### src/rtl/data_upload_pkg.sv
// Shared command codes and FSM state encoding for the SPI upload responder.
package data_upload_pkg;

   localparam logic [7:0] CMD_UP_START = 8'h5A;
   localparam logic [7:0] CMD_UP_DATA  = 8'h5B;
   localparam logic [7:0] CMD_UP_END   = 8'h5C;

   typedef enum logic [2:0] {
      IDLE,
      CMD,
      INDEX,
      DATA,
      IGNORE
   } state_e;

endpackage

### src/rtl/spi_sync_edge.sv
// Two-flop synchronisers for SCK/SS2/DI plus SCK and SS2 edge detection in clk_sys.
module spi_sync_edge (
   input  logic clk_i,
   input  logic rst_ni,
   input  logic sck_i,
   input  logic ss_n_i,
   input  logic di_i,
   output logic sck_rise_o,
   output logic sck_fall_o,
   output logic ss_n_o,
   output logic ss_rise_o,
   output logic ss_fall_o,
   output logic di_o
);

   logic [2:0] sck_q;
   logic [2:0] ss_q;
   logic [1:0] di_q;

   always_ff @(posedge clk_i or negedge rst_ni) begin
      if (!rst_ni) begin
         sck_q <= 3'b000;
         ss_q  <= 3'b111;
         di_q  <= 2'b00;
      end else begin
         sck_q <= {sck_q[1:0], sck_i};
         ss_q  <= {ss_q[1:0], ss_n_i};
         di_q  <= {di_q[0], di_i};
      end
   end

   // Stage 1 is the synchronised value, stage 2 its one-cycle-old copy.
   assign sck_rise_o = sck_q[1] & ~sck_q[2];
   assign sck_fall_o = ~sck_q[1] & sck_q[2];
   assign ss_n_o     = ss_q[1];
   assign ss_rise_o  = ss_q[1] & ~ss_q[2];
   assign ss_fall_o  = ~ss_q[1] & ss_q[2];
   assign di_o       = di_q[1];

endmodule

### src/rtl/data_upload.sv
// SPI upload responder: streams core memory bytes out on MISO with a one-byte prefetch.
// Optional running checksum of uploaded bytes when DATA_UPLOAD_CHKSUM_EN is defined.
//
// state  | meaning
// IDLE   | SS2 high, or command finished; waiting for SS2 to fall
// CMD    | receiving the command byte
// INDEX  | receiving the upload index after START
// DATA   | shifting prefetched bytes out on MISO
// IGNORE | discarding bytes until SS2 rises
module data_upload
   import data_upload_pkg::*;
#(
   parameter int ADDR_W      = 25,
   parameter int ACK_TIMEOUT = 32
) (
   input  logic              clk_sys,
   input  logic              reset_n,
   input  logic              SPI_SCK,
   input  logic              SPI_SS2,
   input  logic              SPI_DI,
   output logic              spi_do,
   output logic              spi_do_oe,
   output logic              ioctl_upload,
   output logic [7:0]        ioctl_index,
   output logic [ADDR_W-1:0] ioctl_addr,
   output logic              ioctl_rd,
   input  logic              ioctl_ack,
   input  logic [7:0]        ioctl_din,
   output logic              underrun,
   output logic [7:0]        chksum
);

   localparam int TMR_W = $clog2(ACK_TIMEOUT + 1);
   localparam logic [TMR_W-1:0] TMR_LOAD = TMR_W'(ACK_TIMEOUT - 1);

   logic sck_rise, sck_fall, ss_n, ss_rise, ss_fall, di;

   spi_sync_edge u_sync (
      .clk_i      (clk_sys),
      .rst_ni     (reset_n),
      .sck_i      (SPI_SCK),
      .ss_n_i     (SPI_SS2),
      .di_i       (SPI_DI),
      .sck_rise_o (sck_rise),
      .sck_fall_o (sck_fall),
      .ss_n_o     (ss_n),
      .ss_rise_o  (ss_rise),
      .ss_fall_o  (ss_fall),
      .di_o       (di)
   );

   state_e              state_q, state_d;
   logic [2:0]          bit_cnt_q;
   logic [6:0]          rx_sr_q;
   logic [7:0]          tx_sr_q, cur_q, buf_q, index_q;
   logic                pend_q, rd_q, upload_q, underrun_q, do_q;
   logic [TMR_W-1:0]    tmr_q;
   logic [ADDR_W-1:0]   addr_q;

   logic [7:0] rx_byte, src_byte;
   logic       byte_done, consume, fetch_new, start_cmd, end_cmd;

   assign rx_byte   = {rx_sr_q, di};
   assign byte_done = sck_rise && (bit_cnt_q == 3'd7);
   // A byte cut short by SS2 is replayed from cur_q instead of consuming the buffer.
   assign src_byte  = pend_q ? cur_q : buf_q;
   assign consume   = (state_q == DATA) && sck_rise && (bit_cnt_q == 3'd0);
   assign fetch_new = consume && !pend_q;
   assign start_cmd = (state_q == CMD) && byte_done && (rx_byte == CMD_UP_START);
   assign end_cmd   = (state_q == CMD) && byte_done && (rx_byte == CMD_UP_END);

   always_ff @(posedge clk_sys or negedge reset_n) begin
      if (!reset_n) state_q <= IDLE;
      else          state_q <= state_d;
   end

   always_comb begin
      state_d = state_q;
      if (ss_rise) begin
         state_d = IDLE;
      end else begin
         case (state_q)
            IDLE:  if (ss_fall) state_d = CMD;
            CMD: begin
               if (byte_done) begin
                  if (rx_byte == CMD_UP_START)                  state_d = INDEX;
                  else if (rx_byte == CMD_UP_DATA && upload_q)  state_d = DATA;
                  else if (rx_byte == CMD_UP_END)               state_d = IDLE;
                  else                                          state_d = IGNORE;
               end
            end
            INDEX: if (byte_done) state_d = IGNORE;
            default: ;
         endcase
      end
   end

   always_ff @(posedge clk_sys or negedge reset_n) begin
      if (!reset_n) begin
         bit_cnt_q <= 3'd0;
         rx_sr_q   <= 7'd0;
         index_q   <= 8'd0;
      end else begin
         if (state_q == IDLE || ss_rise) begin
            bit_cnt_q <= 3'd0;
         end else if (sck_rise) begin
            bit_cnt_q <= bit_cnt_q + 3'd1;
            rx_sr_q   <= rx_byte[6:0];
         end
         if (state_q == INDEX && byte_done) index_q <= rx_byte;
      end
   end

   always_ff @(posedge clk_sys or negedge reset_n) begin
      if (!reset_n) begin
         upload_q   <= 1'b0;
         addr_q     <= '0;
         rd_q       <= 1'b0;
         tmr_q      <= '0;
         buf_q      <= 8'd0;
         underrun_q <= 1'b0;
      end else if (start_cmd) begin
         upload_q   <= 1'b1;
         addr_q     <= '0;
         underrun_q <= 1'b0;
         rd_q       <= 1'b1;
         tmr_q      <= TMR_LOAD;
      end else if (end_cmd) begin
         upload_q <= 1'b0;
         rd_q     <= 1'b0;
      end else begin
         if (rd_q) begin
            if (ioctl_ack) begin
               buf_q <= ioctl_din;
               rd_q  <= 1'b0;
            end else if (tmr_q == '0) begin
               buf_q      <= 8'hFF;
               underrun_q <= 1'b1;
               rd_q       <= 1'b0;
            end else begin
               tmr_q <= tmr_q - 1'b1;
            end
         end
         // Buffer was already sampled into the shift register this cycle, so an ack here is kept.
         if (fetch_new) begin
            addr_q <= addr_q + ADDR_W'(1);
            rd_q   <= 1'b1;
            tmr_q  <= TMR_LOAD;
         end
      end
   end

   always_ff @(posedge clk_sys or negedge reset_n) begin
      if (!reset_n) begin
         tx_sr_q <= 8'd0;
         cur_q   <= 8'd0;
         pend_q  <= 1'b0;
         do_q    <= 1'b1;
      end else begin
         if (start_cmd)                          pend_q <= 1'b0;
         else if (consume)                       pend_q <= 1'b1;
         else if (state_q == DATA && byte_done)  pend_q <= 1'b0;

         if (consume) begin
            tx_sr_q <= {src_byte[6:0], 1'b0};
            cur_q   <= src_byte;
         end

         // With bit_cnt at 0 the MSB of the upcoming byte is presented before its first rising edge.
         if (state_q != DATA) begin
            do_q <= 1'b1;
         end else if (sck_fall) begin
            if (bit_cnt_q == 3'd0) begin
               do_q <= src_byte[7];
            end else begin
               do_q    <= tx_sr_q[7];
               tx_sr_q <= {tx_sr_q[6:0], 1'b0};
            end
         end
      end
   end

`ifdef DATA_UPLOAD_CHKSUM_EN
   logic [7:0] chksum_q;
   always_ff @(posedge clk_sys or negedge reset_n) begin
      if (!reset_n)       chksum_q <= 8'd0;
      else if (start_cmd) chksum_q <= 8'd0;
      else if (fetch_new) chksum_q <= chksum_q + buf_q;
   end
   assign chksum = chksum_q;
`else
   assign chksum = 8'h00;
`endif

   assign spi_do       = do_q;
   assign spi_do_oe    = (state_q == DATA) && !ss_n;
   assign ioctl_upload = upload_q;
   assign ioctl_index  = index_q;
   assign ioctl_addr   = addr_q;
   assign ioctl_rd     = rd_q;
   assign underrun     = underrun_q;

endmodule

### config.mk
export PLATFORM = sky130hd
export DESIGN_NAME = data_upload
export DESIGN_NICKNAME = d
export VERILOG_FILES = /design/src/rtl/data_upload_pkg.sv /design/src/rtl/spi_sync_edge.sv /design/src/rtl/data_upload.sv
export SDC_FILE = /design/constraint.sdc
export NUM_CORES = 1
export LEC_CHECK = 0
export BUFFER_PORTS_ARGS = -buffer_cell sky130_fd_sc_hd__buf_2
export CAP_MARGIN = 40
export CORE_ASPECT_RATIO = 2
export CORE_UTILIZATION = 55
export DETAILED_ROUTE_END_ITERATION = 7
export GPL_TIMING_DRIVEN = 0
export PLACE_DENSITY_LB_ADDON = 0.1
export SYNTH_ARGS = -nofsm -noshare
export SYNTH_HDL_FRONTEND = slang
export SYNTH_SLANG_ARGS = --single-unit
### constraint.sdc
create_clock -name clk_sys -period 2.5 [get_ports clk_sys]
set_clock_uncertainty 0.05 [all_clocks]
set_input_delay 0.25 -clock clk_sys [delete_from_list [all_inputs] [get_ports clk_sys]]
set_output_delay 0.25 -clock clk_sys [all_outputs]
set_load 0.01 [all_outputs]
Yosys cells after proc, flatten, opt, wreduce, memory -nomap -nowiden
Index checks and enable logic that the tools add are counted.
Storage, ports and cells
  register bits after elaboration: 89
  latch bits: 0
  bits in writable memories: 0
  bits in read-only memories: 0
  output and inout port bits: 46
  logic and storage cells: 124
  memories kept: 0
Cells by class
  add/subtract/negate cells: 3
  $mul: 0
  divide/modulo/power cells: 0
  order comparisons: 0
  equality and inequality tests: 15
  shifts and indexed selects: 0
  mux-type cells: 45
  bitwise gates (word level): 11
  reductions and logical operators: 33
Operators with widths (count)
  $mux 25: 3
  $mux 8: 7
  $mux 6: 6
  $mux 3: 9
  $add 25x1->25 const B: 1
  $eq 8x7->1 const B: 3
  $mux 1: 19
  $reduce_and 4->1: 4
  $reduce_bool 2->1: 7
  $ne 3x3->1 const B: 4
  $logic_and 1x1->1: 11
  $pmux 3 s3: 1
  $not 1->1: 7
  $eq 3x2->1 const B: 2
  $logic_not 3->1: 2
  $logic_not 6->1: 1
  $reduce_bool 3->1: 2
  $sub 6x1->6 const B: 1
  $and 1x1->1: 4
  $reduce_and 2->1: 2
  $reduce_bool 4->1: 1
  $add 3x1->3 const B: 1
  $eq 3x1->1 const B: 1
  $eq 3x3->1 const B: 1
  6 further kinds: 7

Longest topological paths before layout
  word-level depth: 8
  mapped depth: 8
  mapped depth without buffers: 7

Modules after synthesis
From an unflattened synthesis, not the netlist that was laid out.
Second synthesis, totals
  cells, all modules: 439
  area total of the unflattened synthesis: 4553.1 µm²
By module, submodules not included
  data_upload: instances 1, cells each 427, area an instance 4314.1 µm², seq. area each 2028.2 µm²
  spi_sync_edge: instances 1, cells each 12, area an instance 239.0 µm², seq. area each 203.9 µm²

Least setup slack after synthesis
OpenSTA, ideal clock, no wires.
  path type: reg-to-reg
  from: reg u_sync.ss_q[2]
  to: reg rx_sr_q[0]
  setup time: 0.125 ns
  arrival time: 1.654 ns
  required time: 2.325 ns
  path slack: 0.671 ns
  stages on the path, launching flop included: 6
  buffers on the path: 0
  cell sequence: dfstp_2 > inv_1 > ha_1 > or2_2 > nor2_2 > mux2_2
Between the ends
  cells in the longest elaborated chain, start to end: 5
RTL lines
  start, declared: RTL line spi_sync_edge.sv:17  | logic [2:0] ss_q;
  start signal, assigned: RTL line spi_sync_edge.sv:27  | ss_q <= {ss_q[1:0], ss_n_i};
  $not 1->1: RTL line spi_sync_edge.sv:36  | assign ss_rise_o = ss_q[1] & ~ss_q[2];
  $and 1x1->1: RTL line spi_sync_edge.sv:36
  $logic_or 1x1->1: RTL line data_upload.sv:104  | if (state_q == IDLE || ss_rise) begin
  $not 1->1 (no line)
  $reduce_and 2->1 (no line)
  end signal, assigned: RTL line data_upload.sv:108  | rx_sr_q <= rx_byte[6:0];
  end, declared: RTL line data_upload.sv:54  | logic [6:0] rx_sr_q;
No other way between the ends.
A chain may end at the register's enable or synchronous reset.

Worst setup path after layout
  from: reg bit_cnt_q[0]
  to: reg tx_sr_q[6]
Between the ends
  cells in the longest elaborated chain, start to end: 6
RTL lines
  start, declared: RTL line data_upload.sv:53  | logic [2:0] bit_cnt_q;
  start signal, assigned: RTL line data_upload.sv:107  | bit_cnt_q <= bit_cnt_q + 3'd1;
  $logic_not 3->1 (*): RTL line data_upload.sv:67, data_upload.sv:173
  $logic_and 1x1->1: RTL line data_upload.sv:67  | assign consume = (state_q == DATA) && sck_rise && (bit_cnt_q == 3'd0);
  $mux 8: RTL line data_upload.sv:164  | if (consume) begin
  $mux 8: RTL line data_upload.sv:173  | if (bit_cnt_q == 3'd0) begin
  $mux 8: RTL line data_upload.sv:172  | end else if (sck_fall) begin
  $mux 8 (*): RTL line data_upload.sv:170  | if (state_q != DATA) begin
  end signal, assigned: RTL line data_upload.sv:165  | tx_sr_q <= {src_byte[6:0], 1'b0};
  end signal, assigned: RTL line data_upload.sv:177  | tx_sr_q <= {tx_sr_q[6:0], 1'b0};
  end, declared: RTL line data_upload.sv:55  | logic [7:0] tx_sr_q, cur_q, buf_q, index_q;
Mark *: on every way between the ends. The rest lies on a longest branch, timed or not.

==> impl_metrics.tcl <==
set metrics [dict create \
    clk_latency_ns 0.34 \
    reg2reg_to "tx_sr_q[6]$_DFF_PN0_" \
    final_area_sq_um 5045 \
    placed_area_sq_um 4741 \
    firstDrtPassIters 4 \
    grt_usage 0.2522 \
    rr_worst_depth 8 \
    grt_max_degree 63 \
    area.growth.synth_to_final_pct 17.01 \
    totalWireLength_um 9240 \
    synth_top_area_cell "dfrtp_1" \
    register_area_sq_um 2232 \
    io_buffers 51 \
    h-tree-depth 3 \
    fin_nets 508 \
    post_cts_buffers 0 \
    final_util 0.6637 \
    status "complete, no violations" \
    async_reset_ff_frac 1.000 \
    dp_hpwl_um 6778 \
    worstHoldEndpoint "buf_q[4]$_DFFE_PN0P_" \
    drv_cap 0 \
    critPathCaptureType "flop" \
    worst_ep_arrival_time_ns 2.24 \
    dpl_worst_slack_ns 0.3904 \
    grt_pass1_wl_um 15550 \
    synth_warnings 0 \
    rsz0062_at_grt "no" \
    layout.cells.non_filler 585 \
    cts_made_buffers 9 \
    cp-start-kind "flop" \
    path_max_fanout 10 \
    cts_buffer_depth 2 \
    synth_edf_count 0 \
    final_max_slew_viol_count 0 \
    reg2reg_from "bit_cnt_q[0]$_DFFE_PN0P_" \
    ant_nets 0 \
    rrSetupSlack_ns 0.42 \
    cellPowerDensity_nw_per_um2 616.4 \
    p_leak_nw 2.404 \
    fin_ws_ns 0.4242 \
    final_common_cell "dfrtp_1" \
    die_x_um 64.61 \
    min_period_ns 2.076 \
    core-area_sq_um 7601 \
    hp-start "ioctl_din[4]" \
    worstSetupPathType "reg2reg" \
    syn_inst 413 \
    via_count 3236 \
    gp_congestion 0.8803 \
    clkTransAtPathRegs_ns 0.06 \
    yosysSeqAreaShare 0.5177 \
    n_fill_cell 647 \
    antenna_found_initial 0 \
    tritoncts "yes" \
    netlist_area_sq_um 4312 \
    vdd_drop_max_mv 0.7873 \
    numPlacedInstances 566 \
    rows 45 \
    viasPerCell 5.532 \
    critPathRequiredTime_ns 2.67 \
    tightest_slew_ns 0.6104 \
    ys_seq_elements 89 \
    wl_per_cell_um 15.79 \
    drc_errors 0 \
    numClockSinks 89 \
    num_antenna_cells 0 \
    power_mw 3.110 \
    die_h_um 127.2 \
    hold_viol 0 \
    synthTopCellsByArea "dfrtp_1 49%, nand2_1 4.8%, mux2_2 3.9%, xnor2_1 3.5%, nor2_1 2.8%" \
    relSlewSlack 0.5922 \
    setup_viol 0 \
    period_share 0.8303 \
    hold_depth 2 \
    io_pins 60 \
    max_freq_mhz 481.7 \
    drive_above_1_share 0.2424 \
    holdWs_ns 0.09342 \
    drt_iter0_markers 158 \
    min_path_type "in2reg" \
    ys.flop_type "dfrtp_1" \
    start_util 0.5672 \
    dieArea_sq_um 8219 \
    avgSynthCellArea_sq_um 10.44 \
    fin_tns_setup_ns 0 \
    clockRootBuffer "clkbuf_16" \
    final_cell_mix "85 x dfrtp_1, 58 x buf_2, 55 x nand2_1, 32 x nor2_1, 22 x a21oi_1" \
    synth_top_cell_area_share 0.4933 \
    ys_types 53 \
    multi_input_area_sq_um 1927 \
    grt_remaining_overflow 0 \
    grt_pass1_vias 3359 \
]
-- worst max-delay path, stage by stage (launching register included) --
cell,delay (ns)
dfrtp_1,0.38
inv_1,0.06
ha_1,0.20
and4bb_2,0.32
nand2_1,0.23
clkbuf_1,0.41
nor2_1,0.10
a21oi_1,0.12
o21ai_0,0.08
-- final cells by class --
cell class              count  share of cell area
multi-input cells         299              0.3819
flip-flops and latches     89              0.4425
clock buffers              12             0.04886
inverters                  11            0.008185
clock inverters             3            0.003472
well taps                  94             0.02331
repair buffers             56             0.06448
plain buffers              21             0.02728
-- power by group --
part / leakage [nW] / switching, mW / total [mW] / internal, mW
combinational: 1.11 / 0.129 / 0.267 / 0.138
sequential: 1.16 / 0.107 / 1.63 / 1.52
clock: 0.128 / 0.519 / 1.21 / 0.692
-- state kept, by name, indices dropped and copies added (netlist names), 2 cells and up --
| register | count |
|---|---|
| rx_sr_q | 7 |
| cur_q | 8 |
| u_sync.sck_q | 3 |
| u_sync.di_q | 2 |
| buf_q | 8 |
| bit_cnt_q | 3 |
| ioctl_index | 8 |
| tx_sr_q | 8 |
| tmr_q | 6 |
| u_sync.ss_q | 3 |
| state_q | 3 |
| ioctl_addr | 25 |
-- metal layers --
layer / up-vias / GRT usage / share of wire
met5: - / 0 / 0
met4: 0 / 0.1255 / 0.024
met3: 18 / 0.05179 / 0.031
met2: 58 / 0.4545 / 0.57
met1: 1588 / 0.2719 / 0.38
li1: 1572 / - / -
-- cells by family after synthesis --
family          Yosys count  synth area share
other cells               1         0.0008697
buf+inv                  32           0.04150
fa+ha+maj                 7           0.02031
mux                      24           0.06007
xor+xnor                 23           0.04672
simple gates            180            0.2284
flops                    89            0.5177
compound gates           57           0.08445
-- what timing repair did --
item                      in CTS  in global routing
resized for setup              0                  0
hold endpoints to repair      30                  0
hold buffers                   4                  0
-- Yosys cell counts (3+ instances only) --
cell type  number
nand4_1         7
and4bb_2        3
ha_1            7
nor2b_1         3
nand2_1        55
dfstp_2         4
and3_1          3
mux2i_1         9
xnor2_1        17
and4_1          5
nor3_1         20
mux2_2         15
or3_1           7
dfrtp_1        85
nor3b_1         3
and2_1          6
a21oi_1        22
nor4_1          3
nand2b_1        6
o21ai_0        17
inv_1          11
buf_2           8
nor2_1         32
xor2_1          6
buf_4           9
nand3_1         9
o22a_1          8
a31oi_1         3
-- worst max-delay path by stage --
stage	cells after the start	end	from
after detailed placement	7	buf_q[7]$_DFFE_PN0P_	tmr_q[0]$_DFFE_PN0P_
after global routing	7	buf_q[7]$_DFFE_PN0P_	tmr_q[0]$_DFFE_PN0P_
after global placement	1	bit_cnt_q[0]$_DFFE_PN0P_	reset_n
after floorplan	5	rx_sr_q[0]$_DFFE_PN0P_	u_sync.ss_q[2]$_DFF_PN1_
after CTS	7	buf_q[3]$_DFFE_PN0P_	tmr_q[0]$_DFFE_PN0P_
final	8	tx_sr_q[6]$_DFF_PN0_	bit_cnt_q[0]$_DFFE_PN0P_
Power figures use the tool's default switching activity.
